[src/rtl/pipe_elastic.sv]
// Valid/ready elastic delay line: PIP_D flow-controlled stages that collapse bubbles.
// Define PIPE_ELASTIC_SKID_EN to add a one-entry input skid buffer that registers in_ready.
module pipe_elastic #(
    parameter int REG_W = 1,
    parameter int PIP_D = 1
) (
    input  logic                         clk,
    input  logic                         rst_n,
    input  logic [REG_W-1:0]             in_data,
    input  logic                         in_valid,
    output logic                         in_ready,
    output logic [REG_W-1:0]             out_data,
    output logic                         out_valid,
    input  logic                         out_ready,
    output logic [$clog2(PIP_D+2)-1:0]   count
);
    localparam int CW = $clog2(PIP_D+2);

    logic [REG_W-1:0] data_q [PIP_D];
    logic [REG_W-1:0] data_d [PIP_D];
    logic [PIP_D-1:0] vld_q;
    logic [PIP_D-1:0] vld_d;
    logic [PIP_D-1:0] adv;
    logic [CW-1:0]    count_q;
    logic [CW-1:0]    count_d;
    logic             in_fire;
    logic             out_fire;
    logic             src_vld;
    logic [REG_W-1:0] src_data;

    // adv[i]: stage i can take new content this edge (empty, or its word moves on)
    always_comb begin : ready_chain
        logic nxt;
        nxt = out_ready;
        for (int i = PIP_D - 1; i >= 0; i--) begin
            nxt    = !vld_q[i] || nxt;
            adv[i] = nxt;
        end
    end

`ifdef PIPE_ELASTIC_SKID_EN
    logic             skid_vld_q;
    logic             skid_vld_d;
    logic [REG_W-1:0] skid_data_q;
    logic [REG_W-1:0] skid_data_d;

    assign in_ready = rst_n && !skid_vld_q;
    assign in_fire  = in_valid && in_ready;
    assign src_vld  = skid_vld_q || in_fire;
    assign src_data = skid_vld_q ? skid_data_q : in_data;

    // Skid only fills when the whole pipe is stuck; it drains first once stage 0 frees.
    always_comb begin
        skid_vld_d  = skid_vld_q;
        skid_data_d = skid_data_q;
        if (skid_vld_q) begin
            if (adv[0]) begin
                skid_vld_d = 1'b0;
            end
        end else if (in_fire && !adv[0]) begin
            skid_vld_d  = 1'b1;
            skid_data_d = in_data;
        end
    end

    always_ff @(posedge clk) begin
        if (!rst_n) begin
            skid_vld_q  <= 1'b0;
            skid_data_q <= '0;
        end else begin
            skid_vld_q  <= skid_vld_d;
            skid_data_q <= skid_data_d;
        end
    end
`else
    assign in_ready = rst_n && adv[0];
    assign in_fire  = in_valid && in_ready;
    assign src_vld  = in_fire;
    assign src_data = in_data;
`endif

    assign out_fire = vld_q[PIP_D-1] && out_ready;

    // Data registers load only with a valid word so out_data holds while idle.
    always_comb begin
        vld_d = vld_q;
        for (int i = 0; i < PIP_D; i++) begin
            data_d[i] = data_q[i];
        end
        if (adv[0]) begin
            vld_d[0] = src_vld;
            if (src_vld) begin
                data_d[0] = src_data;
            end
        end
        for (int i = 1; i < PIP_D; i++) begin
            if (adv[i]) begin
                vld_d[i] = vld_q[i-1];
                if (vld_q[i-1]) begin
                    data_d[i] = data_q[i-1];
                end
            end
        end
        count_d = count_q + CW'(in_fire) - CW'(out_fire);
    end

    always_ff @(posedge clk) begin
        if (!rst_n) begin
            vld_q   <= '0;
            count_q <= '0;
            for (int i = 0; i < PIP_D; i++) begin
                data_q[i] <= '0;
            end
        end else begin
            vld_q   <= vld_d;
            count_q <= count_d;
            for (int i = 0; i < PIP_D; i++) begin
                data_q[i] <= data_d[i];
            end
        end
    end

    assign out_data  = data_q[PIP_D-1];
    assign out_valid = vld_q[PIP_D-1];
    assign count     = count_q;

endmodule

[config.mk]
export PLATFORM = sky130hd
export DESIGN_NAME = pipe_elastic
export DESIGN_NICKNAME = d
export VERILOG_FILES = /design/src/rtl/pipe_elastic.sv
export SDC_FILE = /design/constraint.sdc
export NUM_CORES = 1
export LEC_CHECK = 0
export CAP_MARGIN = 20
export CORE_AREA = 5 5 42 44
export DETAILED_ROUTE_END_ITERATION = 6
export DIE_AREA = 0 0 47 49
export SLEW_MARGIN = 20
export SYNTH_ARGS = -nofsm -noshare
export SYNTH_HDL_FRONTEND = slang
export SYNTH_SLANG_ARGS = --single-unit
[constraint.sdc]
create_clock -name clk -period 4.51 [get_ports clk]
set_input_delay 1.1275 -clock clk [delete_from_list [all_inputs] [get_ports clk]]
set_output_delay 1.1275 -clock clk [all_outputs]
set_load 0.005 [all_outputs]
Word level (Yosys, flattened, before mapping)
Memory sizes are Yosys's and may differ from the RTL's.
Index checks and enable logic that the tools add are counted.

word-level totals
  register bits after elaboration = 3
  RAM bits = 1
  bits of input ports = 5
  output and inout port bits = 5
  memories kept = 1

cells by class
  add/subtract/negate cells = 2
  multiplexer cells = 6
  reduce and logical (&&, ||, !) cells = 6

memories
  memory  words  width  rd ports  clocked after Yosys merged registers in  write ports  RTL line  source
  data_q  1      1      1         0                                        1            19        logic [REG_W-1:0] data_q [PIP_D];

operators with widths
  cell                       number
  two-way mux 1 bit          6
  logical AND 1 bit          3
  adder 2 x 1 -> 2 bit       1
  subtractor 2 x 1 -> 2 bit  1
  logical NOT 1 bit          1
  logical OR 1 bit           1
  OR reduction 1 bit         1

Longest topological paths before layout
Gate-level depths: netlist (run 1).

  depth in word-level cells = 7
  depth in mapped cells = 9
  mapped depth without buffers = 9

Worst setup path before layout (run 1)
No wires, ideal clock.

  path type = input -> output
  from = input port out_ready
  to = output port in_ready
  arrival = 1457 ps
  required time = 3383 ps
  path slack = 1926 ps
  stages on the path = 2
  path buffers = 0
  path through = nand2b_1 > and2_1

on the way
  longest elaborated chain between the ends = 2

RTL lines
  what               RTL line  source
  start, declared    14        input logic out_ready,
  logical OR 1 bit   36        nxt = !vld_q[i] || nxt;
  logical AND 1 bit  76        assign in_ready = rst_n && adv[0];
  end, declared      11        output logic in_ready,

Every way passes these cells.

Worst setup path in the final report (run 1)
Same ends and word-level chain as after synthesis.

==> results of run 1 <==
-- metal layers --
metal / up-vias / part of all wire [%] / GRT usage [%]
met5: - / 0 / 0
met4: 0 / 0 / 1.382
met3: 0 / 12 / 6.642
met2: 8 / 35 / 4.072
met1: 67 / 52 / 4.846
li1: 90 / - / -
-- final cells by class --
class                      count  area [um2]  share of cell area (%)
multi-input combinational     14       103.9                   32.05
inverter                       2       7.507                   2.317
timing repair buffer           9       90.09                   27.80
clock buffer                   3       22.52                   6.950
sequential                     4       80.08                   24.71
tap                           16       20.02                   6.178
-- critical path, cell delays in order --
cell	delay [ns]
clkdlybuf4s50_1	0.46
nand2b_1	0.16
and2_1	0.16
clkdlybuf4s50_1	0.50
-- cells by family after synthesis --
logic type	Yosys count	synth area share, %
AND/OR/NAND/NOR	7	20.26
AO/OA/AOI/OAI	3	11.76
adder cells (fa/ha/maj)	2	13.07
buffers and inverters	2	3.923
flip-flops	4	41.83
XOR/XNOR	2	9.152
-- stage by stage --
stage / util, % / std cells / instance area (um2) / hold slack [ns]
after global routing: 23.13 / 48 / 324.1 / 0.6240
final: 23.13 / 48 / 324.1 / 0.5799
after detailed placement: 21.52 / 45 / 301.5 / 0.5716
after CTS: 23.13 / 48 / 324.1 / 0.5780
after global placement: 21.52 / 45 / 301.5 / 0.5682
after floorplan: - / 20 / 191.4 / 0.5436
-- power groups by stage --
| stage | combinational, uW | sequential [uW] | clock (uW) |
|---|---|---|---|
| after floorplan | 9.21 | 42.1 | 0 |
| after global placement | 22.8 | 41.8 | 0 |
| after detailed placement | 23.2 | 41.7 | 0 |
| after CTS | 23.4 | 41.1 | 48.7 |
| after global routing | 25.6 | 41.5 | 53.4 |
| final | 22.9 | 41.1 | 46.3 |
-- sequential cells by signal, summed over array words and instances (netlist names) --
signal     count
data_q         1
out_valid      1
count          2
-- cells in the mapped netlist --
library cell  instances
a21boi_0              1
a21oi_1               1
a41o_1                1
and2_1                4
dfxtp_1               4
ha_1                  2
inv_1                 2
nand2_1               2
nand2b_1              1
xnor2_1               2
-- path summary, 6_finish.rpt --
check                               from                endpoint  slack, ns  depth (start not counted)
setup / recovery               out_ready                in_ready       0.97                          4
hold / removal    out_valid$_SDFFE_PN0N_  out_valid$_SDFFE_PN0N_       0.58                          2
setup reg to reg  out_valid$_SDFFE_PN0N_     count[1]$_SDFF_PN0_       2.87                          9
hold reg to reg   out_valid$_SDFFE_PN0N_  out_valid$_SDFFE_PN0N_       0.58                          2
==> qor.yml, run 1 <==
clock_tree:
  clk_path_buf_depth: 2
  cts_setup_buffers: 0
  cts_tree: "built"
  cts_resized: 0
  clk_pin_slew_ns: 0.04
  hold_buffers: 0
  numCtsBuffers: 3
  clock_latency_ns: 0.24
  h-tree-depth: 1
  cts_sinks: 4
  root_buffer: "clkbuf_4"
yosys:
  synth_top_cell_area_share_pct: 41.83
  yosysTopAreaCell: "dfxtp_1"
  netlist_area_um2: 191.4
  syn_inst: 20
  synth-seq-cells: 4
  syn_nets: 27
  synthTopCellsByArea: "dfxtp_1 (42%), and2_1 (13%), ha_1 (13%), xnor2_1 (9.2%), a41o_1 (5.2%)"
  synth.avg_cell_area_um2: 9.572
  seq_area_frac_synth_pct: 41.83
  yosysWarnings: 0
  synth_cell_types: 10
sta:
  rsz0062_at_grt: "no"
  fin_ws_ns: 0.9664
  skew_ns: 0.001046
  finalSetupViolCount: 0
  fmax_mhz: 282.2
  period_minus_slack_ns: 3.544
  slew_headroom_pct: 88.92
  min_period_over_period_pct: 78.57
  setup_tns_ns: 0
  hold_viol: 0
  slew_violations: 0
  worst_pin_slew_ns: 0.1650
worst_setup_path:
  crit_fanout: 4
  crit_type: "input pin to output pin"
  critPathLaunchType: "input pin"
  cp-end-kind: "output pin"
  critPathRequiredTime_ns: 3.38
  arrival_ns: 2.42
grt:
  antenna_found_initial: 0
  gr-total-overflow: 0
  grt_max_degree: 7
  track_usage_pct: 4.299
  grt_pass1_wl_um: 607
  first_global_vias: 148
cells_and_area:
  n_fill_cell: 161
  n_antenna_cell: 0
  final_cell_mix: "clkdlybuf4s50_1 (9), and2_1 (4), dfxtp_1 (4)"
  nNetsFinal: 41
  area_delta_synth_final_pct: 69.28
  final_common_cell: "clkdlybuf4s50_1"
  layout-drive-gt1-share_pct: 9.375
route:
  wirelength_um: 399
  drc_errors: 0
  drtPass1Iterations: 3
  vias_per_cell: 3.438
  postRouteAntennaNets: 0
  drt_iter0_markers: 2
  vias: 165
  wl_per_cell_um: 8.313
floorplan:
  die_w_um: 47
  coreArea_mm2: 0.001401
  dieArea_mm2: 0.002303
  io_pins: 10
  fp.dieH_um: 49
  start_util_pct: 13.66
  fp-row-count: 14
outcome:
  status: "complete, no violations"
place:
  io_buffers: 9
  globalplace.congestion: 0.6388
  dp_hpwl_um: 316.6
  pre_cts_ws_ns: 0.9618
pwr:
  vdd_ir_drop_max_mv: 0.1403
  swShare_pct: 23.17
  p_clk_share_pct: 42.0
  power.total_uw: 110.2
  switchingPower_uw: 25.54
  p_leak_uw: 0.0001427
  p_comb_share_pct: 20.8
  p_int_uw: 84.67
  sequentialPowerShare_pct: 37.3
  power_density_mw_per_mm2: 340.1
worst_hold_path:
  holdCritPathClass: "flip-flop to flip-flop"
flow_run:
  maxCapViolations: 0
(Power assumes the default switching activity.)
==> run 2: changes to the inputs <==
==> constraint.sdc (replaced) <==
create_clock -name clk -period 3.7 [get_ports clk]
set_input_delay 0.925 -clock clk [delete_from_list [all_inputs] [get_ports clk]]
set_output_delay 0.925 -clock clk [all_outputs]
set_load 0.005 [all_outputs]
==> run 2 against run 1 <==
Sequential share of layout area stayed put. Non-clock buffer count unchanged. Cell count unchanged. Clock-buffer cell count stayed put. Utilization stayed put. Clock skew increased by 0.0030 ns. Worst setup slack lost 0.39 ns. Wire length rose by 1.8%. Global-route usage rose by 0.28 points. Via count is 3.6% higher. Largest cell class unchanged.
==> qor.yml, run 2 (synthesis results as in run 1) <==
outcome:
  status: "complete, no violations"
worst_setup_path:
  crit_path_end: "in_ready"
  worstRegToRegCells: 9  # unchanged
  critPathLaunchType: "input pin"
  crit_cells: 4  # unchanged
  cpPeakStageDelay_ns: 0.50  # about the same
  cp_common_cell: "clkdlybuf4s50_1"
  crit_type: "input pin to output pin"
  critPathRequiredTime_ns: 2.77  # -0.61 ns
  cp-end-kind: "output pin"
  cp_top_family: "buffers and inverters"
  reg2reg_from: "out_valid$_SDFFE_PN0N_"
  slowest_stage: "clkdlybuf4s50_1"
  crit_fanout: 4  # unchanged
  regToRegSetupSlack_ns: 2.05  # -0.82 ns
  arrival_ns: 2.20  # -0.22 ns
  path_cells: "clkdlybuf4s50_1, nand2b_1, and2_1, clkdlybuf4s50_1"
  r2r-end: "count[1]$_SDFF_PN0_"
  timing.critical_path.buf_inv: 2  # unchanged
  critical_path.startpoint: "out_ready"
sta:
  period_minus_slack_ns: 3.122
  min_period_over_period_pct: 84.39
  skew_ns: 0.004028  # +0.002982 ns
  finalSetupViolCount: 0  # unchanged
  rsz0062_at_grt: "no"
  fmax_mhz: 320.3
  hold_viol: 0  # unchanged
  slew_headroom_pct: 88.85  # about the same
  setup_tns_ns: 0  # unchanged
  worst_pin_slew_ns: 0.1667  # +0.001766 ns
  fin_ws_ns: 0.5776  # -0.3888 ns
  slew_violations: 0  # unchanged
floorplan:
  coreArea_mm2: 0.001401  # unchanged
  die_w_um: 47  # unchanged
  start_util_pct: 13.66  # unchanged
  fp-row-count: 14  # unchanged
  fp.dieH_um: 49  # unchanged
  dieArea_mm2: 0.002303  # unchanged
  io_pins: 10  # unchanged
clock_tree:
  cts_setup_buffers: 0  # unchanged
  cts_tree: "built"
  cts_resized: 0  # unchanged
  root_buffer: "clkbuf_4"
  clk_pin_slew_ns: 0.04  # about the same
  cts_sinks: 4  # unchanged
  numCtsBuffers: 3  # unchanged
  clk_path_buf_depth: 2  # unchanged
  hold_buffers: 0  # unchanged
  clock_latency_ns: 0.24  # about the same
  h-tree-depth: 1  # unchanged
grt:
  first_global_vias: 158  # +6.8%
  grt_max_degree: 7  # unchanged
  antenna_found_initial: 0  # unchanged
  gr-total-overflow: 0  # unchanged
  track_usage_pct: 4.577  # +0.28 points
  grt_pass1_wl_um: 648  # +6.8%
flow_run:
  maxCapViolations: 0  # unchanged
cells_and_area:
  final_cell_mix: "clkdlybuf4s50_1 (9), and2_1 (4), dfxtp_1 (4)"
  area_delta_synth_final_pct: 69.28  # unchanged
  largest_reg_flops: 2  # unchanged
  layout-drive-gt1-share_pct: 9.375  # unchanged
  nNetsFinal: 41  # unchanged
  instances_no_fill: 48  # unchanged
  n_antenna_cell: 0  # unchanged
  n_fill_cell: 164  # +1.9%
  final_common_cell: "clkdlybuf4s50_1"
pwr:
  power_density_mw_per_mm2: 407.6  # +20%
  p_leak_uw: 0.0001427  # unchanged
  vdd_ir_drop_max_mv: 0.1655  # +18%
  power.total_uw: 132.1  # +20%
worst_hold_path:
  holdCritPathClass: "flip-flop to flip-flop"
route:
  drtPass1Iterations: 2  # -1
  drt_iter0_markers: 2  # unchanged
  drc_errors: 0  # unchanged
  wl_per_cell_um: 8.458  # +1.8%
  vias: 171  # +3.6%
  vias_per_cell: 3.563  # +3.6%
  postRouteAntennaNets: 0  # unchanged
  wirelength_um: 406  # +1.8%
place:
  dp_hpwl_um: 339.8  # +7.3%
  pre_cts_ws_ns: 0.5761  # -0.3857 ns
  place_inst: 45  # unchanged
  io_buffers: 9  # unchanged
  globalplace.congestion: 0.6463  # +1.2%
[run 2: cell counts in the layout (fill, tap and decap cells not counted)]
Identical to the previous run, type by type.
[run 2: how the worst min path moves through the flow]
stage	startpoint	end	slack, ns	cells past startpoint
2_1_floorplan	out_valid$_SDFFE_PN0N_	out_valid$_SDFFE_PN0N_	0.54	2
3_3_place_gp	out_valid$_SDFFE_PN0N_	out_valid$_SDFFE_PN0N_	0.57	2
3_5_place_dp	out_valid$_SDFFE_PN0N_	out_valid$_SDFFE_PN0N_	0.57	2
4_1_cts	out_valid$_SDFFE_PN0N_	out_valid$_SDFFE_PN0N_	0.58	2
5_1_grt	out_valid$_SDFFE_PN0N_	out_valid$_SDFFE_PN0N_	0.60	2
6_report	out_valid$_SDFFE_PN0N_	out_valid$_SDFFE_PN0N_	0.58	2
[run 2: power by group]
group          total (uW)  leakage (uW)  internal [uW]  switching, uW
Clock                53.6     0.0000138           36.2           17.4
Sequential           50.4     0.0000331           47.8           2.57
Combinational        28.0     0.0000958           19.2           8.86
[run 2: area by class of cell]
type                            instances  area (um2)  share of cell area, %
Inverter                                2       7.507                  2.317
Clock buffer                            3       22.52                  6.950
Multi-Input combinational cell         14       103.9                  32.05
Tap cell                               16       20.02                  6.178
Sequential cell                         4       80.08                  24.71
Timing Repair Buffer                    9       90.09                  27.80
[run 2: per-layer routing]
layer / global-route usage, % / routed length [um]
met2: 4.299 / 163
met3: 5.904 / 60
met5: 0 / 0
met4: 4.147 / 8
met1: 4.615 / 174
[run 2: worst reg2reg max path: cells and delay by family, from the launching register on]
kind,cells,cell delay [ns]
xor gates and xnor gates,2,0.25
buffers and inverters,1,0.04
DFF,1,0.31
adders and majority gates,2,0.45
and+or+nand+nor,4,0.47
[run 2: per-stage QoR]
| stage | hold WS [ns] | cell area (um2) | util (%) |
|---|---|---|---|
| after floorplan | 0.5436 | 191.4 | - |
| after global placement | 0.5675 | 301.5 | 21.52 |
| after detailed placement | 0.5723 | 301.5 | 21.52 |
| after CTS | 0.5807 | 324.1 | 23.13 |
| after global routing | 0.5968 | 324.1 | 23.13 |
| final | 0.5815 | 324.1 | 23.13 |
